`src/rtl/preadder_mt_pkg.sv`:
```
// PARAMS_BN254_d0: shared polynomial operand type and pre-adder mode encoding.
package PARAMS_BN254_d0;
    localparam int POLY_N = 4;
    localparam int COEF_W = 16;
    typedef logic [POLY_N-1:0][COEF_W-1:0] redundant_poly_L3;
    typedef enum logic [1:0] {
        PA_BYPASS    = 2'b00,
        PA_SUMDIFF   = 2'b01,
        PA_ACC_PREV  = 2'b10,
        PA_DIFF_PREV = 2'b11
    } preadder_mode_t;
endpackage

```
`src/rtl/poly_adder_L3_L3.sv`:
```
// poly_adder_L3_L3: coefficient-wise add/subtract in redundant form, LATENCY register stages.
module poly_adder_L3_L3
    import PARAMS_BN254_d0::*;
#(
    parameter int LATENCY = 1
) (
    input  logic             clk,
    input  redundant_poly_L3 a,
    input  redundant_poly_L3 b,
    input  logic             sub,
    output redundant_poly_L3 s
);
    redundant_poly_L3 r;
    always_comb begin
        r = '0;
        for (int i = 0; i < POLY_N; i++) r[i] = sub ? a[i] - b[i] : a[i] + b[i];
    end
    if (LATENCY == 0) begin : g_comb
        assign s = r;
    end else begin : g_pipe
        redundant_poly_L3 p [LATENCY];
        always_ff @(posedge clk) begin
            p[0] <= r;
            for (int i = 1; i < LATENCY; i++) p[i] <= p[i-1];
        end
        assign s = p[LATENCY-1];
    end
endmodule

```
`src/rtl/poly_delay_line.sv`:
```
// poly_delay_line: enable-gated shift register of polynomials; clr empties it before any same-edge write.
module poly_delay_line
    import PARAMS_BN254_d0::*;
#(
    parameter int DEPTH = 4
) (
    input  logic             clk,
    input  logic             rst,
    input  logic             clr,
    input  logic             en,
    input  redundant_poly_L3 din,
    output redundant_poly_L3 tail
);
    redundant_poly_L3 d [DEPTH];
    always_ff @(posedge clk) begin
        if (rst) begin
            for (int i = 0; i < DEPTH; i++) d[i] <= '0;
        end else if (en || clr) begin
            for (int i = 1; i < DEPTH; i++) d[i] <= clr ? '0 : d[i-1];
            d[0] <= en ? din : '0;
        end
    end
    assign tail = d[DEPTH-1];
endmodule

```
`src/rtl/preadder_mt.sv`:
```
// preadder_mt: multi-thread valid-qualified pre-adder; pairs each beat with its thread's previous sample.
module preadder_mt
    import PARAMS_BN254_d0::*;
#(
    parameter int THREADS     = 4,
    parameter int ADD_LATENCY = 1,
    parameter int TID_W       = (THREADS > 1) ? $clog2(THREADS) : 1
) (
    input  logic             clk,
    input  logic             rst,
    input  logic             in_valid,
    input  redundant_poly_L3 X,
    input  redundant_poly_L3 Y,
    input  preadder_mode_t   mode,
    input  logic             flush,
    output logic             out_valid,
    output logic [TID_W-1:0] out_tid,
    output redundant_poly_L3 Z0,
    output redundant_poly_L3 Z1
);
    localparam int SW = TID_W + 3;
    logic [TID_W-1:0] tid, cur_tid, d_tid;
    redundant_poly_L3 tail_x, tail_y, px, py, s_sum, s_dif, s_x, s_y;
    logic use_prev, sub_prev, d_v;
    logic [SW-1:0] side_in, side_out;
    preadder_mode_t d_mode;
    assign cur_tid  = flush ? '0 : tid;
    assign use_prev = mode[1] && !flush;
    assign sub_prev = mode == PA_DIFF_PREV;
    // BYPASS rides the prev adders with a zero operand so every mode shares one latency
    assign px = use_prev ? tail_x : '0;
    assign py = use_prev ? tail_y : '0;
    always_ff @(posedge clk) begin
        if (rst) tid <= '0;
        else if (in_valid) tid <= (cur_tid == TID_W'(THREADS - 1)) ? '0 : cur_tid + 1'b1;
        else if (flush) tid <= '0;
    end
    poly_delay_line #(.DEPTH(THREADS)) u_dx (.clk(clk), .rst(rst), .clr(flush), .en(in_valid), .din(X), .tail(tail_x));
    poly_delay_line #(.DEPTH(THREADS)) u_dy (.clk(clk), .rst(rst), .clr(flush), .en(in_valid), .din(Y), .tail(tail_y));
    poly_adder_L3_L3 #(.LATENCY(ADD_LATENCY)) u_sum (.clk(clk), .a(X), .b(Y), .sub(1'b0), .s(s_sum));
    poly_adder_L3_L3 #(.LATENCY(ADD_LATENCY)) u_dif (.clk(clk), .a(X), .b(Y), .sub(1'b1), .s(s_dif));
    poly_adder_L3_L3 #(.LATENCY(ADD_LATENCY)) u_px  (.clk(clk), .a(X), .b(px), .sub(sub_prev), .s(s_x));
    poly_adder_L3_L3 #(.LATENCY(ADD_LATENCY)) u_py  (.clk(clk), .a(Y), .b(py), .sub(sub_prev), .s(s_y));
    assign side_in = {in_valid, cur_tid, mode};
    if (ADD_LATENCY == 0) begin : g_side_comb
        assign side_out = side_in;
    end else begin : g_side_pipe
        logic [SW-1:0] sp [ADD_LATENCY];
        always_ff @(posedge clk) begin
            if (rst) begin
                for (int i = 0; i < ADD_LATENCY; i++) sp[i] <= '0;
            end else begin
                sp[0] <= side_in;
                for (int i = 1; i < ADD_LATENCY; i++) sp[i] <= sp[i-1];
            end
        end
        assign side_out = sp[ADD_LATENCY-1];
    end
    assign d_v    = side_out[SW-1];
    assign d_tid  = side_out[SW-2 -: TID_W];
    assign d_mode = preadder_mode_t'(side_out[1:0]);
    always_ff @(posedge clk) begin
        if (rst) begin
            out_valid <= 1'b0;
            out_tid   <= '0;
            Z0        <= '0;
            Z1        <= '0;
        end else begin
            out_valid <= d_v;
            if (d_v) begin
                out_tid <= d_tid;
                Z0      <= (d_mode == PA_SUMDIFF) ? s_sum : s_x;
                Z1      <= (d_mode == PA_SUMDIFF) ? s_dif : s_y;
            end
        end
    end
endmodule

```
`config.mk`:
```
export PLATFORM = sky130hd
export DESIGN_NAME = preadder_mt
export DESIGN_NICKNAME = d
export VERILOG_FILES = /design/src/rtl/preadder_mt_pkg.sv /design/src/rtl/poly_adder_L3_L3.sv /design/src/rtl/poly_delay_line.sv /design/src/rtl/preadder_mt.sv
export SDC_FILE = /design/constraint.sdc
export NUM_CORES = 2
export LEC_CHECK = 0
export BUFFER_PORTS_ARGS = -buffer_cell sky130_fd_sc_hd__buf_2
export CAP_MARGIN = 30
export CORE_UTILIZATION = 35
export DETAILED_ROUTE_END_ITERATION = 10
export SLEW_MARGIN = 30
export SYNTH_ARGS = -nofsm -noshare
export SYNTH_HDL_FRONTEND = slang
export SYNTH_SLANG_ARGS = --single-unit
export TNS_END_PERCENT = 5
```
`constraint.sdc`:
```
create_clock -name clk -period 13.2 [get_ports clk]
set_input_delay 0.66 -clock clk [delete_from_list [all_inputs] [get_ports clk]]
set_output_delay 0.66 -clock clk [all_outputs]
set_load 0.01 [all_outputs]
```
==> flow_summary.ini <==
[run_status]
outcome = finished, violations left
violations = DRC

[placed_design]
dp_hpwl_mm = 82.67
place.gp.congestion = 0.8591
dp_slack_ns = 8.312
port-buffer-count = 264

[power_and_ir_drop]
p_clk_frac = 0.388
leakage_nw = 21.98
internal_power_mw = 5.356
swShare = 0.2681
peakVddDrop_v = 0.0001102
powerDensity_mw_per_mm2 = 145.8
p_sw_mw = 1.962
seq_power_share = 0.463
combPwrFrac = 0.149

[grt]
grt_pass1_vias = 30043
grt_overflow = 0
grt_pass1_wl_mm = 181.8
antenna_found_initial = 13
grt_use_total = 0.1852
use_met1 = 0.2607
grt-busiest-layer = met2
grt_max_degree = 231
met3_usage = 0.02921
use_met2 = 0.2897

[cts]
clk_latency_ns = 0.70
cts_resized = 0
path_clk_slew_ns = 0.06
clk_path_buf_depth = 3
root_buffer = clkbuf_16
cts.sinks = 902
post_cts_buffers = 0
htreeDepth = 3
cts_tree = yes
cts_buffers = 100
hold_buffers = 0

[worst_setup_path]
crit_slowest_cell = nand2b_2
crit_fanout = 20
cp-end-kind = flop
required_ns = 13.79
crit_chain = buf_2 > nand2b_2 > buf_4 > o21ai_0 > nand2_1 > nand2_1 > o311ai_0 > ha_1 > o21a_1 > o21ai_0 > a21oi_1 > a221oi_1 > o221ai_1 > a21oi_1 > xnor2_1
crit_arrival_ns = 4.71
crit_type = input pin to flop
start_kind = input pin
slowest_delay_ns = 0.66

[routing]
wl_mm = 120.4
vias = 31925
wl_per_cell_um = 19.67
firstDrtPassIters = 9
drtIter0Drc = 2586
ant_nets = 0
via_per_inst = 5.215
drc = 11

[timing]
fin_setup_tns_ns = 0
maxSlewViolCount = 0
skew_ns = 0.03308
clock.fmax_mhz = 242.5
finalHoldViolCount = 0
period_share = 0.3125
relSlewSlack = 0.3172
worst_pin_slew_ns = 1.024
rsz0062_at_grt = false
setup_ws_ns = 9.076
period_needed_ns = 4.124
setup_violations = 0

[finish]
layout.nets = 4794
fillCellCount = 11951
syn_to_final_growth_pct = 14.31
drive_gt1_frac = 0.1075

[run]
maxCapViolations = 0

[yosys]
syn-num-nets = 4636
synth_edf_count = 512
synth_top_area_share = 0.3501
yosysSeqAreaShare = 0.5278
ys_types = 74
synthCells = 4238
synth.avg_cell_area_um2 = 10.36
synth-seq-cells = 902
synth.largest_area_cell = edfxtp_1
synth-main-ff-cell = edfxtp_1
syn_area_mm2 = 0.04392
synthTopCellsByArea = edfxtp_1 (35%), dfxtp_1 (18%), ha_1 (7.1%)
yosysWarnings = 0
async_flop_share = 0

[floorplanning]
fp.dieArea_mm2 = 0.1269
core_area_mm2 = 0.1241
start_util = 0.3539
die_h_um = 356.2
fp.dieW_um = 356.2
pin_count = 265
rows = 129

[worst_hold_path]
min_path_type = input pin to flop
layer usage:
metal / part of all wire / up-vias
li1: - / 15452
met1: 0.47 / 15498
met2: 0.45 / 782
met3: 0.051 / 181
met4: 0.026 / 12
met5: 0.00054 / -
critical path: cells and delay by family:
kind,cells,cell delay [ns]
AO/OA/AOI/OAI,8,1.82
XOR/XNOR,1,0.09
adder cells (fa/ha/maj),1,0.34
buffers and inverters,2,0.85
AND/OR/NAND/NOR,3,0.92
placed cells by master (no fill, tap or decap), drive strengths merged, types with 11 or more instances in the layout:
master,n
edfxtp,512
nand2,416
and3,393
nor2,391
dfxtp,390
buf,295
ha,248
a21oi,207
xnor2,190
inv,177
clkbuf,143
o21ai,137
and2,137
a311oi,123
xor2,91
nor3,78
a21o,40
nor2b,40
o21a,39
nand2b,38
o21bai,30
nand3,30
o31ai,28
a211oi,27
clkinv,26
or3,23
o211ai,21
nor4,21
fa,16
a31oi,15
o31a,14
or4,12
nand4,11
path summary, 6_finish.rpt:
check / startpoint / end / slack, ns / depth (start not counted)
max: flush / u_py.g_pipe.p[0][15] / 9.08 / 15
min: rst / g_side_pipe.sp[0][1] / 0.24 / 2
max reg2reg: u_dy.d[3][4] / u_py.g_pipe.p[0][15] / 9.41 / 14
min reg2reg: u_sum.g_pipe.p[0][39] / Z0[39] / 0.45 / 2
flip-flops by register name, indices dropped and copies added (netlist names):
register	count
u_dy.d	256
Z0	64
u_dif.g_pipe.p	60
u_px.g_pipe.p	64
u_py.g_pipe.p	64
u_sum.g_pipe.p	64
Z1	64
out_tid	2
out_valid	1
tid	2
u_dx.d	256
g_side_pipe.sp	5
cell usage after synthesis (15+ instances only):
library cell and count:
edfxtp_1 512, nand2_1 416, and3_1 393, nor2_1 391, dfxtp_1 390, ha_1 248
clkbuf_1 216, a21oi_1 206, xnor2_1 190, inv_1 170, and2_1 135, o21ai_0 134
a311oi_1 122, xor2_1 91, nor3_1 77, a21o_1 40, nor2b_1 40, o21a_1 39
nand2b_1 38, nand3_1 30, o21bai_1 30, o31ai_1 28, a211oi_1 26, or3_1 22
o211ai_1 21, nor4_1 19, fa_1 16, a31oi_1 15
stage by stage:
stage,std cells,hold WS (ns),area (µm²),util,power (mW)
after global placement,5925,0.4448,46660,0.3759,4.522
after global routing,6122,0.2010,50200,0.4045,7.648
final,6122,0.2405,50200,0.4045,7.318
after CTS,6118,0.1765,50140,0.4040,7.402
after detailed placement,5929,0.4475,46770,0.3768,4.530
after floorplan,4238,0.4404,43920,-,4.179
layout make-up:
class | instances | area [µm²] | share of cell area
diodes | 2 | 5.005 | 0.00009969
clock buffers | 143 | 2935 | 0.05847
clock inverters | 46 | 437.9 | 0.008723
inverters | 170 | 638.1 | 0.01271
multi-input cells | 2927 | 19220 | 0.3829
flip-flops and latches | 902 | 23190 | 0.4618
well taps | 1637 | 2048 | 0.04080
repair buffers | 295 | 1732 | 0.03449
kinds of logic after synthesis:
kind of cell / Yosys count / share of synthesized area
compound gates: 759 / 0.1167
xor+xnor: 284 / 0.05757
fa+ha+maj: 264 / 0.07794
buf+inv: 409 / 0.03575
flops: 902 / 0.5278
mux: 2 / 0.0004558
simple gates: 1618 / 0.1838
power groups by stage:
stage	logic, mW	clock network [mW]	registers (mW)
2_1_floorplan	0.749	0	3.43
3_3_place_gp	1.08	0	3.44
3_5_place_dp	1.09	0	3.44
4_1_cts	1.10	2.92	3.39
5_1_grt	1.21	3.02	3.41
6_report	1.09	2.84	3.39
Power figures use the tool's default switching activity.
